$ cat config.mk
export PLATFORM = sky130hd
export DESIGN_NAME = debounce_pulse_gen_flat
export DESIGN_NICKNAME = d
export VERILOG_FILES = /design/src/rtl/debounce_pkg.sv /design/src/rtl/debounce_pulse_gen_if.sv /design/src/rtl/sync_2ff.sv /design/src/rtl/debounce_pulse_gen.sv /design/src/flat_wrapper.sv
export SDC_FILE = /design/constraint.sdc
export NUM_CORES = 1
export LEC_CHECK = 0
export BUFFER_PORTS_ARGS = -buffer_cell sky130_fd_sc_hd__buf_4
export CAP_MARGIN = 20
export CORE_UTILIZATION = 47
export CTS_BUF_LIST = sky130_fd_sc_hd__clkbuf_2 sky130_fd_sc_hd__clkbuf_4 sky130_fd_sc_hd__clkbuf_8
export CTS_CLUSTER_DIAMETER = 40
export DETAILED_ROUTE_END_ITERATION = 6
export GPL_TIMING_DRIVEN = 0
export PLACE_DENSITY = 0.73
export SYNTH_ARGS = -nofsm -noshare
export SYNTH_HDL_FRONTEND = slang
export SYNTH_SLANG_ARGS = --single-unit
$ cat constraint.sdc
create_clock -name clk -period 1.96 [get_ports clk]
set_input_delay 0.098 -clock clk [delete_from_list [all_inputs] [get_ports clk]]
set_output_delay 0.098 -clock clk [all_outputs]
set_load 0.1 [all_outputs]
$ cat src/rtl/debounce_pkg.sv
// Shared types for the button debounce / press pulse generator.
// State encoding and press counter width.
package debounce_pkg;

  localparam int PRESS_W = 5;

  typedef enum logic [1:0] {
    IDLE    = 2'd0,
    ARM_HI  = 2'd1,
    PRESSED = 2'd2,
    ARM_LO  = 2'd3
  } db_state_t;

endpackage

$ cat src/rtl/debounce_pulse_gen_if.sv
// Button-side and counter-side signals of the debounce block.
// master drives the raw button, slave is the debounce block.
interface debounce_pulse_gen_if;
  import debounce_pkg::*;

  logic               btn;
  logic               pulse;
  logic               level;
  logic [PRESS_W-1:0] presses;

  modport master (
    output btn,
    input  pulse,
    input  level,
    input  presses
  );

  modport slave (
    input  btn,
    output pulse,
    output level,
    output presses
  );

endinterface

$ cat src/rtl/sync_2ff.sv
// Two-flop synchronizer for an asynchronous single-bit input.
// Synchronous active-high reset clears both stages.
module sync_2ff (
  input  logic clk,
  input  logic reset,
  input  logic d,
  output logic q
);

  logic s1;

  always_ff @(posedge clk) begin
    if (reset) begin
      s1 <= 1'b0;
      q  <= 1'b0;
    end else begin
      s1 <= d;
      q  <= s1;
    end
  end

endmodule

$ cat src/rtl/debounce_pulse_gen.sv
// Debounces a raw push-button and emits one pulse per accepted press.
// Also keeps a wrapping count of accepted presses.
module debounce_pulse_gen
  import debounce_pkg::*;
#(
  parameter int STABLE_CYCLES = 4
) (
  input logic                 clk,
  input logic                 reset,
  debounce_pulse_gen_if.slave bus
);

  localparam logic [7:0] STABLE = 8'(STABLE_CYCLES);

  db_state_t          state;
  db_state_t          state_n;
  logic [7:0]         cnt;
  logic [7:0]         cnt_n;
  logic [7:0]         cnt_inc;
  logic               s2;
  logic               hit;
  logic               rise;
  logic               pulse;
  logic               level;
  logic [PRESS_W-1:0] presses;

  sync_2ff u_sync (
    .clk   (clk),
    .reset (reset),
    .d     (bus.btn),
    .q     (s2)
  );

  assign cnt_inc = cnt + 8'd1;
  assign hit     = (cnt_inc >= STABLE);

  always_comb begin
    state_n = state;
    cnt_n   = cnt;
    unique case (state)
      IDLE: begin
        if (s2) begin
          if (STABLE == 8'd1) begin
            state_n = PRESSED;
            cnt_n   = 8'd0;
          end else begin
            state_n = ARM_HI;
            cnt_n   = 8'd1;
          end
        end
      end
      ARM_HI: begin
        if (!s2) begin
          state_n = IDLE;
          cnt_n   = 8'd0;
        end else if (hit) begin
          state_n = PRESSED;
          cnt_n   = 8'd0;
        end else begin
          cnt_n   = cnt_inc;
        end
      end
      PRESSED: begin
        if (!s2) begin
          if (STABLE == 8'd1) begin
            state_n = IDLE;
            cnt_n   = 8'd0;
          end else begin
            state_n = ARM_LO;
            cnt_n   = 8'd1;
          end
        end
      end
      ARM_LO: begin
        if (s2) begin
          state_n = PRESSED;
          cnt_n   = 8'd0;
        end else if (hit) begin
          state_n = IDLE;
          cnt_n   = 8'd0;
        end else begin
          cnt_n   = cnt_inc;
        end
      end
    endcase
  end

  // Only a press pulses; falling back into PRESSED from ARM_LO is release bounce.
  assign rise = (state_n == PRESSED)
             && ((state == IDLE) || (state == ARM_HI));

  always_ff @(posedge clk) begin
    if (reset) begin
      state   <= IDLE;
      cnt     <= 8'd0;
      pulse   <= 1'b0;
      level   <= 1'b0;
      presses <= '0;
    end else begin
      state <= state_n;
      cnt   <= cnt_n;
      pulse <= rise;
      level <= (state_n == PRESSED) || (state_n == ARM_LO);
      if (rise) presses <= presses + 1'b1;
    end
  end

  assign bus.pulse   = pulse;
  assign bus.level   = level;
  assign bus.presses = presses;

endmodule

$ cat src/flat_wrapper.sv
// flat-port wrapper written by rule: the top's interface ports become plain ports
module debounce_pulse_gen_flat import debounce_pkg::*;
#(
  parameter int STABLE_CYCLES = 4
)
  (clk, reset, bus_btn, bus_pulse, bus_level, bus_presses);
  debounce_pulse_gen_if bus_i ();
  input logic clk;
  input logic reset;
  input wire logic [$bits(bus_i.btn)-1:0] bus_btn;
  output wire logic [$bits(bus_i.pulse)-1:0] bus_pulse;
  output wire logic [$bits(bus_i.level)-1:0] bus_level;
  output wire logic [$bits(bus_i.presses)-1:0] bus_presses;
  assign bus_i.btn = bus_btn;
  assign bus_pulse = bus_i.pulse;
  assign bus_level = bus_i.level;
  assign bus_presses = bus_i.presses;
  debounce_pulse_gen #(.STABLE_CYCLES(STABLE_CYCLES)) u_core (.clk(clk), .reset(reset), .bus(bus_i));
endmodule
**Word level (Yosys, flattened, before mapping)**

Index checks and enable logic that the tools add are counted.
W data, S select, Z words.

- $lt $le $gt $ge: 1
- Reduce and logical (&&, ||, !) cells: 5
- $add $sub $neg: 2
- Eq/ne operators: 7
- Mux-type cells: 13

Operators by type and width:

| kind | count |
|---|---|
| $mux W8 | 5 |
| $pmux W8 S4 | 1 |
| $mux W2 | 6 |
| $add A8 B1 Y8 const B | 1 |
| $eq A2 B2 Y1 const B | 4 |
| $ge A8 B3 Y1 const B | 1 |
| $pmux W2 S4 | 1 |
| $add A5 B1 Y5 const B | 1 |
| $ne A2 B2 Y1 const B | 2 |
| $eq A2 B1 Y1 const B | 1 |
| $logic_not A2 Y1 | 1 |
| $logic_or A1 B1 Y1 | 2 |
| $reduce_and A2 Y1 | 1 |
| $logic_and A1 B1 Y1 | 1 |

- Register bits: 19
- Word-level logic and storage cells: 35
- Output and inout port bits: 7

**Depth between registers and ports, before layout**

- Word-level depth: 7
- Gate-level depth with buffers: 6
- Mapped depth without buffers: 6

**Hierarchy**

A second synthesis with hierarchy kept.

- Cell total of the unflattened synthesis: 73
- Area, all modules: 747.0 um^2

By module, submodules not included:

| module | instances | cells an instance | area an instance (um^2) | seq. area each (um^2) |
|---|---|---|---|---|
| debounce_pulse_gen | 1 | 69 | 694.4 | 320.3 |
| sync_2ff | 1 | 4 | 52.6 | 40.0 |

**Worst setup path after synthesis**

Ideal clock, no wire load.

- Path kind: register to register
- Start point: register u_core.presses[0] (netlist: u_core.bus.presses[0])
- End point: register u_core.presses[4] (netlist: u_core.bus.presses[4])
- Arrival time: 1.921 ns
- Library setup time: 0.071 ns
- Setup slack: -0.031 ns
- Cell stages (with the launch flop): 6
- Clock period less this slack: 1.991 ns
- Cells stage by stage: dfxtp_1 > ha_1 > and4_1 > nand2_1 > or3_1 > a21oi_1

- Cells in the longest elaborated chain, start to end: 1

RTL lines:

| item | RTL line | text |
|---|---|---|
| start, declared | debounce_pulse_gen.sv:25 | `logic [PRESS_W-1:0] presses;` |
| start signal, assigned | debounce_pulse_gen.sv:104 | `if (rise) presses <= presses + 1'b1;` |
| $add A5 B1 Y5 | debounce_pulse_gen.sv:104 |  |

Every way passes these cells.
A chain may end at the register's enable or synchronous reset.

**Worst setup path in the final report**

- Start point: register u_core.cnt[0]
- End point: register u_core.presses[0] (netlist: u_core.bus.presses[0])

- Cells in the longest elaborated chain, start to end: 7
- Elaborated cells on any way between the ends: 9
- Classes of those cells: add/sub (1); order compare (1); eq/ne (1); mux (5); reduce/logical (1)

RTL lines:

| item | RTL line | text |
|---|---|---|
| start, declared | debounce_pulse_gen.sv:17 | `logic [7:0] cnt;` |
| start signal, assigned | debounce_pulse_gen.sv:101 | `cnt <= cnt_n;` |
| $add A8 B1 Y8 * | debounce_pulse_gen.sv:34 | `assign cnt_inc = cnt + 8'd1;` |
| $ge A8 B3 Y1 * | debounce_pulse_gen.sv:35 | `assign hit = (cnt_inc >= STABLE);` |
| $mux W2 (on tied branches) | debounce_pulse_gen.sv:78, debounce_pulse_gen.sv:56 |  |
| $mux W2 (on tied branches) | debounce_pulse_gen.sv:75, debounce_pulse_gen.sv:53 |  |
| $pmux W2 S4 * | debounce_pulse_gen.sv:40 | `unique case (state)` |
| $eq A2 B2 Y1 * | debounce_pulse_gen.sv:89 | `assign rise = (state_n == PRESSED)` |
| $logic_and A1 B1 Y1 * | debounce_pulse_gen.sv:90 | `&& ((state == IDLE) \|\| (state == ARM_HI));` |

Every way passes the cells marked *; elsewhere a longest branch is shown, timed or not.

==> summary.log <==
qor: status.outcome finished, final reports clean
qor: sta.clock_skew 4.45 ps
qor: worst_setup_path.startpoint_kind_of_the_worst_setup_timing_path register
qor: sta.max-slew-margin-rel 0.719
qor: global_routing.grt_first_pass_wirelength 2220 um
qor: placement.dp.final_hpwl 946 um
qor: sta.tightestPinTransition 421 ps
qor: clock_tree.clock_tree.buffer_depth 2
qor: drt.final_antenna_net_count 0
qor: sta.fmax 544 MHz
qor: clock_tree.tritoncts.num_buffers 3
qor: yosys.count_of_flip_flops_with_a_built_in_enable_after_synthesis 0
qor: pwr.switching_power_summed_over_all_nets 0.143 mW
qor: worst_setup_path.critPathRequiredTime 2160 ps
qor: yosys.synthCells 88
qor: sta.setup_viol_count_final 0
qor: floorplan.fp.dieH 43.9 um
qor: worst_setup_path.cp.buffers_inverters 0
qor: worst_setup_path.worstPathCellList ha_4 -> and2_1 -> or3b_4 -> o22ai_4 -> nor2_4 -> mux2_4
qor: placement.gpl.final_weighted_congestion 0.750
qor: pwr.powerDensity 613 nW/um2
qor: clock_tree.cts_root_buf clkbuf_4
qor: pwr.post-layout-total-power 0.620 mW
qor: floorplan.start_util 0.522
qor: worst_setup_path.critical_path.top_delay_family simple AND/OR/NAND/NOR gates
qor: yosys.yosys-top-cells-count dfxtp_1, nor2_1, and2_1
qor: clock_tree.htree_num_levels 1
qor: finish.antenna_cells_inserted 0
qor: worst_setup_path.cp-end-kind register
qor: yosys.synth.area.top_cells dfxtp_1, and2_1, ha_1
qor: drt.dr_iter_0_viols 4
qor: yosys.synth.yosys.warnings 0
qor: drt.detail_route.vias_per_cell 5.20
qor: pwr.sequentialPowerShare 0.629
qor: drt.drt-pass1-iter-count 4
qor: yosys.async_reset_ff_frac 0
qor: clock_tree.clk_pin_slew 110 ps
qor: pwr.ir_drop_worst_case_vdd 0.474 mV
qor: hold_path.worst_hold_path_type input port to register
qor: yosys.postSynthAreaPerCell 9.36 um2
qor: global_routing.grt-ovfl-total 0
qor: worst_setup_path.cp_data_arrival_time 2040 ps
qor: worst_setup_path.crit_path_max_incr_delay 400 ps
qor: floorplan.floorplan.io_pins 10
qor: floorplan.die_area 1920 um2
qor: global_routing.first_global_vias 541
qor: finish.final_layout_size_suffix_gt1_frac 0.264
qor: floorplan.coreArea 1580 um2
qor: flow_run.timing.max_cap.violations 0
qor: worst_setup_path.worstSetupPathType register to register
qor: floorplan.floorplan.die.width 43.9 um
qor: sta.setup-tns-final 0 ps
qor: floorplan.fp-row-count 14
qor: yosys.leading_cell_type_by_number_of_instances_after_synthesis dfxtp_1
qor: sta.timing.final.ws_setup 121 ps
qor: pwr.share_clk_of_total_power 0.329
qor: yosys.netlist_area_before_placement 823 um2
qor: pwr.combPwrFrac 0.042
qor: finish.syn2layout_area_growth 22.9%
qor: sta.rsz0062_at_grt false
qor: pwr.net_switching_fraction_of_the_power 0.231
qor: worst_setup_path.worstPathMaxFanout 8
qor: global_routing.grt_antenna_before_repair 0
qor: yosys.seq_area_frac_synth 0.462
qor: global_routing.grt_max_degree 13
qor: drt.routed_wirelength 1410 um
qor: drt.drc_errors 0
qor: clock_tree.tritoncts_clock_tree yes
qor: sta.layout_worst_path_cycle_share 0.938
qor: sta.timing_hold_violations_final 0
qor: sta.slew_viol_final 0
qor: clock_tree.clk-insertion-delay-late 300 ps
qor: yosys.primary_flip_flop_cell_chosen_by_synthesis_mapping dfxtp_1
qor: yosys.yosys_reg_bits 19
qor: placement.pre_cts_slack -30.0 ps
qor: drt.post_drt_wl_per_cell 11.5 um
qor: placement.io_buffers 8
qor: yosys.synth_largest_type_area_fraction 0.462
qor: pwr.power_report.internal_total 0.477 mW
qor: yosys.synth_top_cell_by_area dfxtp_1
qor: sta.layout_min_cycle_time 1840 ps
qor: pwr.power.static_leakage 0.403 nW
qor: finish.final_net_count 113
qor: worst_setup_path.timing.critical_path.slowest_stage_cell or3b_4
qor: worst_setup_path.setup_slack_of_the_worst_register_to_register_path 120 ps
qor: clock_tree.sink_count 19
qor: drt.route.vias.total 635
qor: yosys.yosys.cell_types.count 28
qor: global_routing.grt.total_usage 0.163
qor: yosys.postSynthNetCount 94
[final timing paths]
kind / end / cells after the start / startpoint
max: u_core.bus.presses[0]$_SDFFE_PP0P_ / 6 / u_core.cnt[0]$_SDFFE_PP0P_
min: u_core.bus.presses[3]$_SDFFE_PP0P_ / 3 / reset
max reg2reg: u_core.bus.presses[0]$_SDFFE_PP0P_ / 6 / u_core.cnt[0]$_SDFFE_PP0P_
min reg2reg: u_core.u_sync.q$_SDFF_PP0_ / 1 / u_core.u_sync.s1$_SDFF_PP0_
[cells in the final DEF, fill, tap and decap left out, types with 3 or more instances in the layout]
master,instances
dfxtp_1,15
inv_1,3
nor2_1,9
nor3_1,3
a21oi_1,4
nor2b_1,5
clkbuf_4,3
buf_4,12
clkbuf_1,3
nand3_1,3
and2_1,6
nand2b_1,3
nand2_1,5
[worst min-delay path: stages]
cell      delay (ps)
clkbuf_1         170
nor2_1           120
mux2_4           140
[routing by layer]
metal / track usage / wire [um] / up-vias
met2: 0.230 / 657 / 12
met3: 0.0500 / 51 / 5
li1: - / - / 340
met4: 0.127 / 40 / 0
met1: 0.206 / 656 / 278
met5: 0 / 0 / -
[repair_timing]
item                                    in CTS  in global routing
endpoints found under the setup margin       2                  6
resized for setup                            0                  8
setup buffers                                2                  3
pin swaps                                    1                  3
hold endpoints to repair                     1                  0
cloned                                       0                  0
hold buffers                                 1                  0
[registers in the layout, indices dropped and copies added (netlist names)]
| register | count |
|---|---|
| u_core.bus.pulse | 1 |
| u_core.u_sync.q | 1 |
| u_core.bus.presses | 5 |
| u_core.state | 2 |
| u_core.bus.level | 1 |
| u_core.u_sync.s1 | 1 |
| u_core.cnt | 8 |
[through the flow]
| stage | cell area [um2] | hold WS [ps] | utilization | cells |
|---|---|---|---|---|
| 5_1_grt | 1010 | 272 | 0.642 | 122 |
| 6_report | 1010 | 252 | 0.642 | 122 |
| 4_1_cts | 961 | 243 | 0.610 | 119 |
| 3_5_place_dp | 906 | 317 | 0.575 | 112 |
| 3_3_place_gp | 906 | 320 | 0.575 | 112 |
| 2_1_floorplan | 826 | 226 | - | 88 |
[logic make-up after synthesis]
family | Yosys count | share of synthesized area
xor gates and xnor gates | 2 | 0.0213
and+or+nand+nor | 44 | 0.296
adders and majority gates | 3 | 0.0456
muxes | 4 | 0.0608
AOI/OAI and AO/OA | 10 | 0.0866
DFF | 19 | 0.462
buffers and inverters | 6 | 0.0274
[power groups by stage]
stage / sequential (mW) / combinational, mW / clock, mW
2_1_floorplan: 0.400 / 0.0155 / 0
3_3_place_gp: 0.401 / 0.0205 / 0
3_5_place_dp: 0.401 / 0.0207 / 0
4_1_cts: 0.392 / 0.0223 / 0.212
5_1_grt: 0.392 / 0.0291 / 0.237
6_report: 0.390 / 0.0260 / 0.204
[layout make-up]
| type | count | area [um2] |
|---|---|---|
| clock buffer | 3 | 22.5 |
| multi-input combinational | 63 | 438 |
| timing repair buffer | 14 | 111 |
| buffer | 3 | 11.3 |
| inverter | 3 | 11.3 |
| sequential | 19 | 390 |
| tap | 16 | 20.0 |
| clock inverter | 1 | 7.51 |
| fill | 141 | 564 |
No activity file was read; power rests on OpenSTA's default activity.
